<file path="config.mk">
export PLATFORM = sky130hd
export DESIGN_NAME = ifu_sub16_pipe
export DESIGN_NICKNAME = d
export VERILOG_FILES = /design/src/rtl/ifu_kpg_pkg.sv /design/src/rtl/kpg_prefix_level.sv /design/src/rtl/ifu_sub16_pipe.sv
export SDC_FILE = /design/constraint.sdc
export NUM_CORES = 1
export LEC_CHECK = 0
export BUFFER_PORTS_ARGS = -buffer_cell sky130_fd_sc_hd__clkbuf_2
export CORE_ASPECT_RATIO = 0.6
export CORE_MARGIN = 4
export CORE_UTILIZATION = 58
export DETAILED_ROUTE_END_ITERATION = 7
export PLACE_DENSITY = 0.82
export SYNTH_ARGS = -nofsm -noshare
export SYNTH_HDL_FRONTEND = slang
export SYNTH_HIERARCHICAL = 1
export SYNTH_SLANG_ARGS = --single-unit
</file>
<file path="constraint.sdc">
create_clock -name clk -period 3.45 [get_ports clk]
set_input_delay 0.5175 -clock clk [delete_from_list [all_inputs] [get_ports clk]]
set_output_delay 0.5175 -clock clk [all_outputs]
set_load 0.03 [all_outputs]
</file>
<file path="src/rtl/ifu_kpg_pkg.sv">
// Kill/propagate/generate carry-tree primitives shared by the IFU adder and subtractor.
package ifu_kpg_pkg;

   typedef logic [1:0] kpg_t;

   localparam kpg_t KPG_K = 2'b00;
   localparam kpg_t KPG_P = 2'b01;
   localparam kpg_t KPG_G = 2'b11;

   localparam int DW = 16;

   // A propagating upper group defers to whatever the lower group resolved to.
   function automatic kpg_t kpg_combine(input kpg_t hi, input kpg_t lo);
      return (hi == KPG_P) ? lo : hi;
   endfunction

   // Encoding falls out directly: both 0 -> K, one set -> P, both set -> G.
   function automatic kpg_t kpg_gen(input logic x, input logic y);
      return {x & y, x | y};
   endfunction

endpackage

</file>
<file path="src/rtl/kpg_prefix_level.sv">
// One Kogge-Stone row: each position absorbs the group SPAN bits below it.
module kpg_prefix_level
   import ifu_kpg_pkg::*;
#(
   parameter int SPAN = 1,
   parameter int N    = 16
) (
   input  kpg_t [N-1:0] src,
   output kpg_t [N-1:0] dst
);

   for (genvar i = 0; i < N; i++) begin : g_bit
      if (i >= SPAN) begin : g_comb
         assign dst[i] = kpg_combine(src[i], src[i-SPAN]);
      end else begin : g_pass
         assign dst[i] = src[i];
      end
   end

endmodule

</file>
<file path="src/rtl/ifu_sub16_pipe.sv">
// Three-stage 16-bit subtract/compare: diff = a + ~b + ~bin through a kpg prefix tree.
// Handshake: a transfer happens on a port in any cycle where valid && ready; in_ready never looks at in_valid.
module ifu_sub16_pipe
   import ifu_kpg_pkg::*;
#(
   parameter int TAG_W = 4
) (
   input  logic             clk,
   input  logic             rst_n,
   input  logic             in_valid,
   output logic             in_ready,
   input  logic [DW-1:0]    in_a,
   input  logic [DW-1:0]    in_b,
   input  logic             in_bin,
   input  logic [TAG_W-1:0] in_tag,
   output logic             out_valid,
   input  logic             out_ready,
   output logic [DW-1:0]    out_diff,
   output logic             out_borrow,
   output logic             out_zero,
   output logic             out_lt,
   output logic             out_ovf,
   output logic [TAG_W-1:0] out_tag
);

   logic             s1_valid, s2_valid;
   logic             s1_free, s2_free, s3_free;
   logic             in_fire;

   logic [DW-1:0]    s1_a, s1_nb, s2_a, s2_nb;
   logic             s1_cin, s2_cin;
   logic [TAG_W-1:0] s1_tag, s2_tag;
   kpg_t [DW-1:0]    row0, row1, row2, row3, row4;
   kpg_t [DW-1:0]    s1_row, s2_row;

   logic [DW-1:0]    nb, carry, diff;
   logic             cin, cout, ovf;

   // A stage may take new data when it is empty or its content leaves this cycle.
   assign s3_free  = !out_valid || out_ready;
   assign s2_free  = !s2_valid || s3_free;
   assign s1_free  = !s1_valid || s2_free;
   assign in_ready = s1_free;
   assign in_fire  = in_valid && in_ready;

   assign nb  = ~in_b;
   assign cin = ~in_bin;

   // Bit 0 folds in the carry-in, so every prefix resolves to K or G.
   always_comb begin
      row0    = '0;
      row0[0] = ((in_a[0] & nb[0]) | ((in_a[0] ^ nb[0]) & cin)) ? KPG_G : KPG_K;
      for (int i = 1; i < DW; i++) begin
         row0[i] = kpg_gen(in_a[i], nb[i]);
      end
   end

   kpg_prefix_level #(.SPAN(1), .N(DW)) u_lvl1 (.src(row0),   .dst(row1));
   kpg_prefix_level #(.SPAN(2), .N(DW)) u_lvl2 (.src(row1),   .dst(row2));
   kpg_prefix_level #(.SPAN(4), .N(DW)) u_lvl3 (.src(s1_row), .dst(row3));
   kpg_prefix_level #(.SPAN(8), .N(DW)) u_lvl4 (.src(row3),   .dst(row4));

   always_comb begin
      carry    = '0;
      carry[0] = s2_cin;
      for (int i = 1; i < DW; i++) begin
         carry[i] = (s2_row[i-1] == KPG_G);
      end
   end

   assign diff = s2_a ^ s2_nb ^ carry;
   assign cout = (s2_row[DW-1] == KPG_G);
   // Operand signs differ exactly when a[15] equals the inverted b[15].
   assign ovf  = (s2_a[DW-1] == s2_nb[DW-1]) && (diff[DW-1] != s2_a[DW-1]);

   always_ff @(posedge clk or negedge rst_n) begin
      if (!rst_n) begin
         s1_valid <= 1'b0;
         s1_a     <= '0;
         s1_nb    <= '0;
         s1_cin   <= 1'b0;
         s1_row   <= '0;
         s1_tag   <= '0;
      end else begin
         if (s1_free) s1_valid <= in_valid;
         if (in_fire) begin
            s1_a   <= in_a;
            s1_nb  <= nb;
            s1_cin <= cin;
            s1_row <= row2;
            s1_tag <= in_tag;
         end
      end
   end

   always_ff @(posedge clk or negedge rst_n) begin
      if (!rst_n) begin
         s2_valid <= 1'b0;
         s2_a     <= '0;
         s2_nb    <= '0;
         s2_cin   <= 1'b0;
         s2_row   <= '0;
         s2_tag   <= '0;
      end else begin
         if (s2_free) s2_valid <= s1_valid;
         if (s1_valid && s2_free) begin
            s2_a   <= s1_a;
            s2_nb  <= s1_nb;
            s2_cin <= s1_cin;
            s2_row <= row4;
            s2_tag <= s1_tag;
         end
      end
   end

   always_ff @(posedge clk or negedge rst_n) begin
      if (!rst_n) begin
         out_valid  <= 1'b0;
         out_diff   <= '0;
         out_borrow <= 1'b0;
         out_zero   <= 1'b0;
         out_lt     <= 1'b0;
         out_ovf    <= 1'b0;
         out_tag    <= '0;
      end else begin
         if (s3_free) out_valid <= s2_valid;
         if (s2_valid && s3_free) begin
            out_diff   <= diff;
            out_borrow <= ~cout;
            out_zero   <= (diff == '0);
            out_lt     <= diff[DW-1] ^ ovf;
            out_ovf    <= ovf;
            out_tag    <= s2_tag;
         end
      end
   end

endmodule

</file>
==> After elaboration in Yosys (flattened, before gate mapping) <==
Index checks and enable logic that the tools add are counted.
Widths: inputs -> output; s select.
{ "totals": {"reg_bits": 165, "latchBits": 0, "ram_bits": 0, "rom_bits": 0, "input_bits": 41, "output_inout_bits": 26, "wordCells": 217, "mem_count": 0} }
{ "op_classes": {"addsub": 0, "mul": 0, "div": 0, "order_cmp": 0, "n_eq_ne": 67, "shifts": 0, "mux": 50, "bitwise_logic": 40, "reduce_logical": 11} }
{ "ops": {"columns": ["op", "n"], "rows": [
  ["$mux 2", 50],
  ["$eq 2x1->1 const B", 49],
  ["$eq 2x2->1 const B", 16],
  ["$xor 16x16->16", 2],
  ["$and 1x1->1", 17],
  ["$logic_not 16->1", 1],
  ["$not 16->16", 1],
  ["$or 1x1->1", 16],
  ["$logic_and 1x1->1", 4],
  ["$logic_not 1->1", 3],
  ["$logic_or 1x1->1", 3],
  ["$not 1->1", 2],
  ["$xor 1x1->1", 2],
  ["$eq 1x1->1", 1],
  ["$ne 1x1->1", 1]
]} }

==> Depth between registers and ports, before layout <==
{ "logic_depth": {"word_depth": 7, "ltp_mapped": 7} }

==> Hierarchy <==
The synthesis kept the hierarchy.
{ "by_module_without_submodules": {"columns": ["mod", "n_inst", "cells_each", "area_each_um2", "seq_area_each_um2"], "rows": [
  ["ifu_sub16_pipe", 1, 479, 6660.1, 4129.0],
  ["kpg_prefix_level at u_lvl1 ...", 3, 32, 240.2, 0.0],
  ["kpg_prefix_level at u_lvl3", 1, 32, 242.7, 0.0]
]} }

==> Worst setup path before layout <==
Ideal clock, no wire load.
{ "synth_path": {"kind": "reg2reg", "from": "reg out_valid", "to": "reg s1_a[10]", "setup_time_ps": 125, "arrival_ps": 1867, "required_ps": 3325, "setup_slack_ps": 1459, "stages_incl_launch_ff": 7, "n_path_buf": 2, "path_cell_list": "dfrtp_1 nor2b_1 nand3_1 nand2_2 buf_6 buf_4 mux2_2"} }
{ "synth_between": {"elab_chain_len": 5} }
{ "synth_lines": {"columns": ["element", "line", "rtl"], "rows": [
  ["start, declared", "ifu_sub16_pipe.sv:16", "output logic out_valid,"],
  ["start signal, assigned", "ifu_sub16_pipe.sv:126", "if (s3_free) out_valid <= s2_valid;"],
  ["$logic_not 1->1", "ifu_sub16_pipe.sv:40", "assign s3_free = !out_valid || out_ready;"],
  ["$logic_or 1x1->1", "ifu_sub16_pipe.sv:40", null],
  ["$logic_or 1x1->1", "ifu_sub16_pipe.sv:41", "assign s2_free = !s2_valid || s3_free;"],
  ["$logic_or 1x1->1", "ifu_sub16_pipe.sv:42", "assign s1_free = !s1_valid || s2_free;"],
  ["via in_ready", "ifu_sub16_pipe.sv:11", "output logic in_ready,"],
  ["$logic_and 1x1->1", "ifu_sub16_pipe.sv:44", "assign in_fire = in_valid && in_ready;"],
  ["end signal, assigned", "ifu_sub16_pipe.sv:87", "s1_a <= in_a;"],
  ["end, declared", "ifu_sub16_pipe.sv:30", "logic [DW-1:0] s1_a, s1_nb, s2_a, s2_nb;"]
]} }
The timed path passes the listed nets, and every way through them passes these cells.
A chain may end at the register's enable or synchronous reset.

==> Worst setup path after layout <==
{ "layout_path": {"from": "reg out_valid", "to": "reg s2_row[11] in the netlist's numbering"} }
{ "layout_between": {"elab_chain_len": 4} }
{ "layout_lines": {"columns": ["element", "line", "rtl"], "rows": [
  ["$logic_not 1->1", "ifu_sub16_pipe.sv:40", null],
  ["$logic_or 1x1->1", "ifu_sub16_pipe.sv:40", null],
  ["$logic_or 1x1->1", "ifu_sub16_pipe.sv:41", null],
  ["$logic_and 1x1->1", "ifu_sub16_pipe.sv:106", "if (s1_valid && s2_free) begin"],
  ["end signal, assigned", "ifu_sub16_pipe.sv:110", "s2_row <= row4;"],
  ["end, declared", "ifu_sub16_pipe.sv:34", "kpg_t [DW-1:0] s1_row, s2_row;"]
]} }
No other way between the ends.

==> impl_metrics.json <==
{
  "outcome": "finished clean",
  "firstDrtPassIters": 4,
  "layout.cells.non_filler": 833,
  "end_kind": "flop",
  "period_share": 0.575,
  "finalPower_uw": 6440,
  "slowest_delay_ps": 430,
  "drt_iter0_drc": 398,
  "p_int_uw": 4360,
  "synthSimpleGateAreaFrac": 0.0611,
  "vdd_drop_max_mv": 0.360,
  "drc": 0,
  "grtUsageTotal": 0.218,
  "timing.fmax_ghz": 0.504,
  "avgViaCountPerCell": 5.62,
  "hold_viol": 0,
  "syn_inst": 607,
  "rsz0062_at_grt": "no",
  "num-nets-final": 692,
  "crit_fanout": 26,
  "r2r-start": "out_valid$_DFFE_PN0P_",
  "gp_congestion": 0.835,
  "synth_edf_count": 0,
  "final_cell_mix": "dfrtp_1, mux2_2, clkbuf_2",
  "path_class": "reg -> reg",
  "clk_latency_ps": 420,
  "crit_slowest_cell": "buf_4",
  "clock_skew_ps": 7.26,
  "synth_xor_area_frac": 0.0368,
  "synth_mux_area_frac": 0.194,
  "crit_family": "simple AND/OR/NAND/NOR gates",
  "wirelength_mm": 15.5,
  "comb_power_share": 0.279,
  "yosys-top-cells-area": "dfrtp_1, mux2_2, a21o_1",
  "cp.buffers_inverters": 1,
  "row_count": 32,
  "cp.arrival_ps": 2280,
  "port_buffers": 66,
  "critPathLaunch": "out_valid$_DFFE_PN0P_",
  "maxCapViolCount": 0,
  "pwr_density_cell_mw_per_mm2": 759,
  "cp-start-kind": "flop",
  "drive_gt1_frac": 0.360,
  "htree_levels": 4,
  "power_frac_seq": 0.437,
  "overflow": 0,
  "antenna_found_initial": 0,
  "num_vias": 4682,
  "dp.final_hpwl_mm": 11.0,
  "reg2reg_depth": 5,
  "syn_to_final_growth_pct": 11.3,
  "dpl.cell_count": 801,
  "cts_sinks": 165,
  "post-cts-setup-buffers": 0,
  "cts_tree": "built",
  "yosysWarnings": 6,
  "setup_viol": 0,
  "synth-seq-area-share": 0.542,
  "synth_top_family_by_area": "multiplexers",
  "clkPwrFrac": 0.284,
  "synth_top_area_share": 0.542,
  "ys_ff_latch": 165,
  "grt_pass1_wl_mm": 25.9,
  "synth.distinct_cells": 28,
  "tns_ps": 0,
  "r2r_setup_slack_ps": 1470,
  "clk_pin_slew_ps": 60,
  "yosys.area_share.adder": 0.00164,
  "yosysTopAreaCell": "dfrtp_1",
  "cts_made_buffers": 17,
  "cts-root-buf": "clkbuf_16",
  "p_leak_uw": 0.00386,
  "synthFlopType": "dfrtp_1",
  "path_cells": "nor2b_1 -> nand2_1 -> nand2_2 -> buf_4 -> mux2_2",
  "grt_max_degree": 88,
  "ys_async_sr_fraction": 1.00,
  "start_util": 0.593,
  "final_antenna_net_count": 0,
  "slew_violations": 0,
  "grt_pass1_vias": 4946,
  "relSlewSlack": 0.451,
  "period_needed_ps": 1980,
  "hold_path_class": "in -> async",
  "cts_resized": 0,
  "core_mm2": 0.0129,
  "final_common_cell": "dfrtp_1",
  "ctsHoldBuffers": 0,
  "r2r_end": "s2_row[11]$_DFFE_PN0P_",
  "n_antenna_cell": 0,
  "tightest_slew_ps": 822,
  "power.switching_uw": 2090,
  "clock_path_buffers": 2,
  "die_x_um": 156,
  "dieHeight_um": 96.8,
  "avgSynthCellArea_um2": 12.6,
  "switching_share": 0.324,
  "synth_area_mm2": 0.00762,
  "synth_nets": 649,
  "worstPathRequired_ps": 3750,
  "synth_compound_area_frac": 0.121,
  "wl_per_cell_um": 18.6,
  "ios": 67,
  "dieArea_mm2": 0.0151
}
[routing by layer]
layer / up-vias / global-route usage / routed length, um
met3: 10 / 0.0590 / 867
met5: - / 0 / 0
met4: 0 / 0.0457 / 120
met2: 90 / 0.328 / 7180
met1: 2405 / 0.319 / 7360
li1: 2177 / - / -
[final cells by class]
| class | count | area [um2] |
|---|---|---|
| clock buffer | 20 | 447 |
| inverter | 2 | 7.51 |
| multi-input combinational | 391 | 3160 |
| tap | 170 | 213 |
| timing repair buffer | 73 | 402 |
| sequential | 165 | 4130 |
| fill | 886 | 4370 |
| clock inverter | 12 | 130 |
[synth_stat cells (2+ instances only)]
cell type / number
nor2b_1: 16
o21a_1: 49
buf_4: 33
nand2_1: 48
nor2_1: 3
nand2b_1: 19
buf_2: 12
mux2_2: 131
nand3_1: 2
a21o_1: 49
inv_1: 2
xnor2_1: 25
xor2_1: 7
o21ai_0: 28
dfrtp_1: 165
a21oi_1: 2
clkbuf_1: 3
a21o_2: 2
nand4_1: 2
[flip-flops by register name, indices dropped and copies added, names as in the netlist, 4 cells and up]
signal / flops
s1_nb: 16
s2_nb: 16
s2_row: 32
s1_a: 16
s1_tag: 4
out_diff: 16
s2_tag: 4
s1_row: 32
out_tag: 4
s2_a: 16
[power by group through the flow]
stage | registers, uW | clock network [uW] | logic, uW
final | 2820 | 1830 | 1800
after global routing | 2870 | 1950 | 1950
after CTS | 2810 | 1860 | 1810
after detailed placement | 2830 | 0 | 1790
after global placement | 2790 | 0 | 1720
after floorplan | 2980 | 0 | 1160
[worst max path at each step]
| stage | end | slack, ps | depth (start not counted) |
|---|---|---|---|
| 3_3_place_gp | s2_row[14]$_DFFE_PN0P_ | 1330 | 6 |
| 6_report | s2_row[11]$_DFFE_PN0P_ | 1470 | 5 |
| 2_1_floorplan | s1_a[10]$_DFFE_PN0P_ | 1460 | 6 |
| 4_1_cts | s2_row[19]$_DFFE_PN0P_ | 1470 | 5 |
| 3_5_place_dp | s2_row[19]$_DFFE_PN0P_ | 1280 | 6 |
| 5_1_grt | s2_row[19]$_DFFE_PN0P_ | 1350 | 5 |
[per-stage QoR]
| stage | worst slack [ps] | hold slack, ps | cell area (um2) | utilization |
|---|---|---|---|---|
| finish | 1470 | 140 | 8490 | 0.660 |
| global route | 1350 | 209 | 8490 | 0.660 |
| CTS | 1470 | 181 | 8490 | 0.660 |
| detailed placement | 1280 | 466 | 7910 | 0.615 |
| global placement | 1330 | 457 | 7910 | 0.615 |
| floorplan | 1460 | 222 | 7620 | - |
[logic make-up after synthesis]
group,count (synthesis)
XOR/XNOR,32
AO/OA/AOI/OAI,132
adder cells (fa/ha/maj),1
AND/OR/NAND/NOR,95
flip-flops,165
buffers and inverters,51
multiplexers,131
(Power assumes the default switching activity.)
